File: src/rtl/pldata_pkg.sv
// Shared state encoding and RAM geometry constants for the PL data packer.
package pldata_pkg;

    typedef enum logic [1:0] {
        S_IDLE,
        S_CAPTURE,
        S_LAST,
        S_DONE
    } state_t;

    localparam int RAM_WORD_BYTES = 4;
    localparam int PIXELS_MAX_DEF = 256;

endpackage

File: src/rtl/pix_pair_reg.sv
// Pairs consecutive pixel samples into one RAM word and issues a one-cycle write strobe.
module pix_pair_reg
    import pldata_pkg::*;
#(
    parameter int DATA_W = 16
) (
    input  logic                          clk,
    input  logic                          rst_n,
    input  logic                          accept,
    input  logic                          odd,
    input  logic                          last,
    input  logic [DATA_W-1:0]             sample,
    output logic                          wr,
    output logic [RAM_WORD_BYTES*8-1:0]   data
);

    localparam int WORD_W = RAM_WORD_BYTES * 8;

    logic [DATA_W-1:0] low_half;

    // An even sample is parked; the odd partner (or the frame end) completes the word.
    always_ff @(posedge clk or negedge rst_n) begin
        if (!rst_n) begin
            low_half <= '0;
            wr       <= 1'b0;
            data     <= '0;
        end else begin
            wr <= 1'b0;
            if (accept) begin
                if (!odd) begin
                    low_half <= sample;
                    if (last) begin
                        wr   <= 1'b1;
                        data <= {{(WORD_W-DATA_W){1'b0}}, sample};
                    end
                end else begin
                    wr   <= 1'b1;
                    data <= {sample, low_half};
                end
            end
        end
    end

endmodule

File: src/rtl/pldata_packer.sv
// Packs one line of 16-bit pixel samples into 32-bit words for the PL data BRAM,
// alternating banks per completed frame so the PS can read the previous one.
module pldata_packer
    import pldata_pkg::*;
#(
    parameter int DATA_W     = 16,
    parameter int ADDR_W     = 10,
    parameter int PIXELS_MAX = PIXELS_MAX_DEF
) (
    input  logic              clk,
    input  logic              rst_n,
    input  logic              frame_start_in,
    input  logic [8:0]        pixel_num_in,
    input  logic [DATA_W-1:0] sample_in,
    input  logic              sample_valid_in,
    output logic              ram_wr_o,
    output logic [ADDR_W-1:0] ram_addr_o,
    output logic [31:0]       ram_data_o,
    output logic              bank_o,
    output logic              busy_o,
    output logic              frame_done_o,
    output logic              err_o
);

    localparam int         BYTE_SHIFT = $clog2(RAM_WORD_BYTES);
    localparam int         WIDX_W     = ADDR_W - 1 - BYTE_SHIFT;
    localparam logic [8:0] PIX_LIMIT  = 9'(PIXELS_MAX);

    state_t              state;
    logic [8:0]          cnt_max;
    logic [8:0]          pix_cnt;
    logic [WIDX_W-1:0]   word_idx;
    logic [8:0]          start_len;
    logic                sample_accept;
    logic                sample_last;

    assign start_len     = (pixel_num_in > PIX_LIMIT) ? PIX_LIMIT : pixel_num_in;
    assign sample_accept = (state == S_CAPTURE) && sample_valid_in && !frame_start_in;
    assign sample_last   = (pix_cnt == cnt_max - 9'd1);

    // A start pulse wins over everything: from IDLE it begins a frame, elsewhere it aborts and restarts.
    always_ff @(posedge clk or negedge rst_n) begin
        if (!rst_n) begin
            state        <= S_IDLE;
            cnt_max      <= '0;
            pix_cnt      <= '0;
            word_idx     <= '0;
            ram_addr_o   <= '0;
            bank_o       <= 1'b0;
            busy_o       <= 1'b0;
            frame_done_o <= 1'b0;
            err_o        <= 1'b0;
        end else begin
            frame_done_o <= 1'b0;
            if (frame_start_in) begin
                cnt_max  <= start_len;
                pix_cnt  <= '0;
                word_idx <= '0;
                busy_o   <= 1'b1;
                err_o    <= (state != S_IDLE);
                if (start_len == 9'd0) begin
                    state        <= S_DONE;
                    frame_done_o <= 1'b1;
                end else begin
                    state <= S_CAPTURE;
                end
            end else begin
                case (state)
                    S_CAPTURE: begin
                        if (sample_accept) begin
                            pix_cnt <= pix_cnt + 9'd1;
                            if (pix_cnt[0] || sample_last) begin
                                ram_addr_o <= {bank_o, word_idx, {BYTE_SHIFT{1'b0}}};
                                word_idx   <= word_idx + WIDX_W'(1);
                            end
                            if (sample_last) begin
                                state <= S_LAST;
                            end
                        end
                    end
                    S_LAST: begin
                        state        <= S_DONE;
                        frame_done_o <= 1'b1;
                    end
                    S_DONE: begin
                        state  <= S_IDLE;
                        bank_o <= ~bank_o;
                        busy_o <= 1'b0;
                    end
                    default: begin
                        state <= S_IDLE;
                    end
                endcase
            end
        end
    end

    pix_pair_reg #(
        .DATA_W (DATA_W)
    ) u_pix_pair_reg (
        .clk    (clk),
        .rst_n  (rst_n),
        .accept (sample_accept),
        .odd    (pix_cnt[0]),
        .last   (sample_last),
        .sample (sample_in),
        .wr     (ram_wr_o),
        .data   (ram_data_o)
    );

endmodule

File: config.mk
export PLATFORM = sky130hd
export DESIGN_NAME = pldata_packer
export DESIGN_NICKNAME = d
export VERILOG_FILES = /design/src/rtl/pldata_pkg.sv /design/src/rtl/pix_pair_reg.sv /design/src/rtl/pldata_packer.sv
export SDC_FILE = /design/constraint.sdc
export NUM_CORES = 1
export LEC_CHECK = 0
export CAP_MARGIN = 20
export CELL_PAD_IN_SITES_DETAIL_PLACEMENT = 1
export CELL_PAD_IN_SITES_GLOBAL_PLACEMENT = 1
export CORE_MARGIN = 5
export CORE_UTILIZATION = 41
export DETAILED_ROUTE_END_ITERATION = 10
export PLACE_DENSITY_LB_ADDON = 0.1
export SYNTH_ARGS = -nofsm -noshare
export SYNTH_HDL_FRONTEND = slang
export SYNTH_SLANG_ARGS = --single-unit
File: constraint.sdc
create_clock -name clk -period 3.6 [get_ports clk]
set_input_delay 0.72 -clock clk [delete_from_list [all_inputs] [get_ports clk]]
set_output_delay 0.72 -clock clk [all_outputs]
set_load 0.03 [all_outputs]
==> impl_metrics.yaml, run 1 <==
global_route:
  grt_pass1_wl_mm: 15.1
  grtUsageTotal_pct: 16.4
  grt_antenna_before_repair: 0
  grt_remaining_overflow: 0
  grt_max_degree: 54
  grt_pass1_vias: 3143
power_and_ir_drop:
  peakVddDrop_mv: 0.378
  p_per_area_nw_per_um2: 676
  power_uw: 3430
  p_leak_uw: 0.00219
timing:
  slew_headroom_pct: 52.8
  rsz0062_at_grt: "false"
  fmax_mhz: 334
  finClkSkew_ns: 0.00790
  setup_viol: 0
  tightest_slew_ns: 0.709
  period_share_pct: 83.2
  finalHoldViolations: 0
  period_minus_slack_ns: 3.00
  fin_setup_tns_ns: 0
  setup_ws_ns: 0.603
  drv_slew: 0
floorplanning:
  die_area_um2: 11800
  io_pins: 76
  die_y_um: 109
  die_w_um: 109
  core-area_um2: 9640
  start_util_pct: 41.5
  fp-row-count: 36
synth:
  synth_top_area_cell: "dfrtp_1"
  async_reset_ff_share_pct: 100
  synthTopCellsByCount: "dfrtp_1, nand2_1, mux2_2, o21ai_0, mux2i_1"
  synth.most_common_cell: "dfrtp_1"
  ys_types: 47
  netlist_area_um2: 4000
  synth_edf_count: 0
  synth_area_per_cell_um2: 11.4
  synth.area.top_cells: "dfrtp_1, mux2_2, mux2i_1, a22o_1, nand2_1"
  synthFlopType: "dfrtp_1"
  synthCells: 352
  ys_seq_area_share_pct: 55.1
  synth_top_area_share_pct: 55.1
  ys_warn_count: 0
  ys_ff_latch: 88
finish:
  utilization_pct: 52.6
  diodes: 0
  final_area_um2: 5070
  layout-drive-gt1-share_pct: 12.9
  synthToLayoutAreaGrowth_pct: 26.9
  layout.nets: 457
worst_setup_path:
  crit_arrival_ns: 3.27
  worstSetupStartpointType: "register"
  r2r-start: "cnt_max[2]"
  critPathMaxFanout: 10
  r2r_end: "word_idx[6]"
  cp_top_family: "compound AO/OA/AOI/OAI gates"
  cp_data_required_time_ns: 3.87
  path_buf_inv: 0
  slowest_delay_ns: 0.62
  r2r_cells: 7
  path_cells: "or4_4 > a2111oi_2 > nor2_1 > a2111oi_4 > o21ai_4 > or4_1 > a21oi_1"
  worst-setup-path-type: "reg2reg"
  crit_slowest_cell: "a2111oi_4"
  r2r_slack_ns: 0.60
  end_kind: "register"
detailed_routing:
  first_iter_violations: 53
  antenna_left: 0
  totalWireLength_mm: 8.89
  firstDrtPassIters: 4
  vias_per_cell: 5.13
  route.detailed.drc: 0
  vias: 2862
  avgRoutedWirePerCell_um: 15.9
cts:
  htree_levels: 3
  cts_tree: "done"
  post-cts-setup-buffers: 0
  insertion_delay_ns: 0.35
  cts_num_sinks: 88
  path_clk_slew_ns: 0.08
  cts_max_path_buffers: 2
  hold_buffers: 0
  cts_root_buf: "clkbuf_8"
  cts-resized-gates: 0
  numCtsBuffers: 9
placed_design:
  place_hpwl_mm: 6.36
  dp_worst_setup_slack_ns: 0.585
  placed_area_um2: 4860
  port_buffers: 73
  gp_congestion: 0.793
status:
  status: "finished clean"
hold_path:
  hp-class: "in2async"
flow_run:
  maxCapViolations: 0
-- logic make-up (layout without fill, tap and decap cells) --
family / count (synthesis) / count (layout) / synth area share (%)
adder cells (fa/ha/maj): 7 / 7 / 2.19
XOR/XNOR: 19 / 19 / 4.16
AO/OA/AOI/OAI: 69 / 69 / 12.3
buffers and inverters: 39 / 111 / 4.16
AND/OR/NAND/NOR: 85 / 85 / 10.2
flip-flops: 88 / 88 / 55.1
multiplexers: 44 / 44 / 11.8
other: 1 / 2 / 0.0937
-- final cells by class --
| class | count | area (um^2) |
|---|---|---|
| Inverter | 15 | 56.3 |
| Clock inverter | 5 | 82.6 |
| Tap cell | 133 | 166 |
| Sequential cell | 88 | 2200 |
| Timing Repair Buffer | 81 | 788 |
| Multi-Input combinational cell | 226 | 1650 |
| Clock buffer | 10 | 128 |
| Fill cell | 1073 | 4560 |
-- worst max-delay path by stage --
stage / start / slack (ns) / cells after the start / end
final: cnt_max[2] / 0.60 / 7 / word_idx[6]
after global routing: cnt_max[2] / 0.49 / 7 / word_idx[6]
after CTS: cnt_max[2] / 0.55 / 7 / word_idx[6]
after detailed placement: cnt_max[2] / 0.59 / 7 / word_idx[6]
after global placement: cnt_max[2] / 0.66 / 7 / word_idx[6]
after floorplan: cnt_max[2] / 0.90 / 9 / u_pix_pair_reg.data[25]
-- stage by stage --
step | std cells | hold slack (ns)
2_1_floorplan | 353 | 0.424
3_3_place_gp | 543 | 0.465
3_5_place_dp | 543 | 0.484
4_1_cts | 558 | 0.420
5_1_grt | 558 | 0.449
6_report | 558 | 0.406
-- state kept, by name, indices dropped and copies added, names as in the netlist --
name	count
word_idx	7
busy_o	1
u_pix_pair_reg.data	32
u_pix_pair_reg.wr	1
state	2
pix_cnt	9
cnt_max	9
err_o	1
ram_addr_o	8
bank_o	1
frame_done_o	1
u_pix_pair_reg.low_half	16
-- cells in the final DEF, fill, tap and decap left out, types with 2 or more instances in the layout --
cell,Yosys,layout
nor2_1,16,16
and2_1,2,2
o21ai_4,1,2
o31ai_1,2,2
nand2_1,34,34
a21oi_1,8,8
nand4_1,5,5
bufinv_16,0,2
ha_1,7,7
a22oi_1,2,2
o22ai_1,8,8
xor2_1,11,11
or4_1,2,2
conb_1,1,2
nand2b_1,3,3
buf_4,2,9
mux2i_1,19,19
inv_1,15,15
mux2_2,25,25
nor3_1,3,2
or3_1,4,4
clkinv_4,0,2
dfrtp_1,88,88
o21ai_0,22,21
xnor2_1,8,8
nor4_1,2,2
nand3_1,7,7
clkbuf_8,0,9
a22o_1,16,16
clkdlybuf4s50_1,0,72
-- metal layers --
| layer | up-vias | part of all wire, % | GRT usage, % |
|---|---|---|---|
| met5 | - | 0 | 0 |
| met4 | 0 | 1.0 | 5.14 |
| met2 | 42 | 51 | 28.1 |
| met3 | 8 | 3.5 | 4.20 |
| met1 | 1452 | 45 | 20.3 |
| li1 | 1360 | - | - |
-- power breakdown --
part / internal (uW) / leakage [uW] / switching, uW / total (uW)
Clock: 389 / 0.000106 / 342 / 730
Sequential: 1270 / 0.00113 / 175 / 1440
Combinational: 579 / 0.000947 / 680 / 1260
Total: 2240 / 0.00219 / 1200 / 3430
Power figures use the tool's default switching activity.
==> run 2, diff against run 1 <==
Settings changed: CORE_UTILIZATION 41 to 37.
Clock period 3.6 ns to 2.7 ns, I/O delays scaled along.
==> impl_metrics.yaml, run 2 (synthesis gave the netlist of run 1 again) <==
status:
  status: "finished clean"
worst_setup_path:
  crit_arrival_ns: 2.86
  slowest_delay_ns: 0.51
  path_cells: "inv_1 > ha_2 > inv_1 > a2111oi_4 > nor2_2 > a2111oi_4 > buf_6 > o21ai_4 > or4_1 > a21oi_1"
  worstSetupStartpointType: "register"
  critPathMaxFanout: 5
  crit_slowest_cell: "or4_1"
  end_kind: "register"
  cp_data_required_time_ns: 2.99
  worst-setup-path-type: "reg2reg"
detailed_routing:
  vias_per_cell: 5.00
  route.detailed.drc: 0
  vias: 2904
  avgRoutedWirePerCell_um: 16.3
  first_iter_violations: 85
  antenna_left: 0
  totalWireLength_mm: 9.45
  firstDrtPassIters: 4
floorplanning:
  io_pins: 76
  start_util_pct: 37.4
  die_w_um: 114
  die_area_um2: 13000
  die_y_um: 114
  fp-row-count: 38
  core-area_um2: 10700
timing:
  period_minus_slack_ns: 2.57
  fmax_mhz: 389
  tightest_slew_ns: 0.582
  slew_headroom_pct: 61.2
  setup_viol: 0
  fin_setup_tns_ns: 0
  setup_ws_ns: 0.131
  finalHoldViolations: 0
  period_share_pct: 95.2
  rsz0062_at_grt: "false"
  finClkSkew_ns: 0.00967
  drv_slew: 0
global_route:
  grt_antenna_before_repair: 0
  grt_pass1_vias: 3235
  grt_remaining_overflow: 0
  grtUsageTotal_pct: 15.6
  grt_max_degree: 44
  grt_pass1_wl_mm: 16.1
cts:
  cts_tree: "done"
  cts_max_path_buffers: 2
  numCtsBuffers: 9
  htree_levels: 3
  cts_num_sinks: 88
  path_clk_slew_ns: 0.09
  insertion_delay_ns: 0.36
  cts_root_buf: "clkbuf_8"
power_and_ir_drop:
  p_per_area_nw_per_um2: 855
  p_sw_uw: 1630
  seq_power_share_pct: 42.8
  peakVddDrop_mv: 0.468
  comb_power_share_pct: 38.6
  p_int_uw: 2850
  p_leak_uw: 0.00227
  clkPwrFrac_pct: 18.6
  power.share.switching_pct: 36.4
flow_run:
  maxCapViolations: 0
finish:
  synthToLayoutAreaGrowth_pct: 31.0
  reg_top3: "u_pix_pair_reg.data x32, u_pix_pair_reg.low_half x16"
  final_area_um2: 5240
  final_cell_mix: "dfrtp_1, clkdlybuf4s50_1, nand2_1"
  diodes: 0
  layout.nets: 472
  layout_commonest_cell: "dfrtp_1"
  layout-drive-gt1-share_pct: 17.5
  filler_cell_count: 1157
  top_register: "u_pix_pair_reg.data"
  largest_reg_flops: 32
placed_design:
  port_buffers: 73
  dp_worst_setup_slack_ns: 0.0554
  gp_congestion: 0.809
  place_hpwl_mm: 6.72
  placed_area_um2: 5000
hold_path:
  hp-class: "in2async"
## run 2: cell count changes in the layout (fill, tap and decap cells not counted), moves of 2 or more
cell / change
clkinv_4: -2
clkinv_2: +2
buf_12: +2
buf_6: +2
bufinv_16: -2
buf_4: +11
## run 2: worst paths after layout
path	from	to	slack [ns]	cells after the start
max	cnt_max[0]	word_idx[6]	0.13	10
min	rst_n	pix_cnt[6]	0.16	1
max reg2reg	cnt_max[0]	word_idx[6]	0.13	10
min reg2reg	u_pix_pair_reg.data[12]	u_pix_pair_reg.data[12]	0.49	2
max in group asynchronous	rst_n	pix_cnt[0]	1.88	2
min in group clk	u_pix_pair_reg.data[12]	u_pix_pair_reg.data[12]	0.49	2
## run 2: repair_timing
| item | in CTS | in global routing |
|---|---|---|
| gates resized for setup | 0 | 10 |
| hold buffers | 0 | 0 |
| setup buffers | 0 | 2 |
| hold endpoints to repair | 0 | 0 |
| endpoints found under the setup margin | 0 | 5 |
## run 2: per-layer routing
metal / track usage [%] / routed length, um / up-vias
met1: 19.9 / 4230 / 1453
met2: 25.5 / 4740 / 43
met5: 0 / 0 / -
met4: 5.15 / 133 / 0
met3: 4.72 / 349 / 11
li1: - / - / 1397
## run 2: critical path, delay by kind of cell (launching register included)
family	cells	cell delay [ns]
AO/OA/AOI/OAI	4	0.90
adder cells (fa/ha/maj)	1	0.22
buffers and inverters	3	0.37
flip-flops	1	0.42
AND/OR/NAND/NOR	2	0.61
## run 2: area by class of cell
class | instances | area [um^2] | share of cell area [%]
flip-flops and latches | 88 | 2200 | 42.0
clock inverters | 5 | 31.3 | 0.597
inverters | 15 | 56.3 | 1.07
multi-input cells | 226 | 1700 | 32.4
well taps | 140 | 175 | 3.34
clock buffers | 11 | 141 | 2.70
repair buffers | 96 | 933 | 17.8
## run 2: metrics by stage
stage                     total power, uW  instances  hold slack [ns]  util, %
after floorplan                      2930        353            0.244        -
after global placement               3640        563            0.464     46.7
after detailed placement             3680        563            0.476     46.7
after CTS                            4550        579            0.165     48.3
after global routing                 4780        581            0.186     49.0
final                                4480        581            0.163     49.0
## run 2: power groups by stage
stage	Combinational, uW	Clock (uW)	Sequential (uW)
after global placement	1710	0	1930
after CTS	1740	880	1920
final	1730	834	1920
after detailed placement	1740	0	1940
after floorplan	588	0	2350
after global routing	1850	950	1970
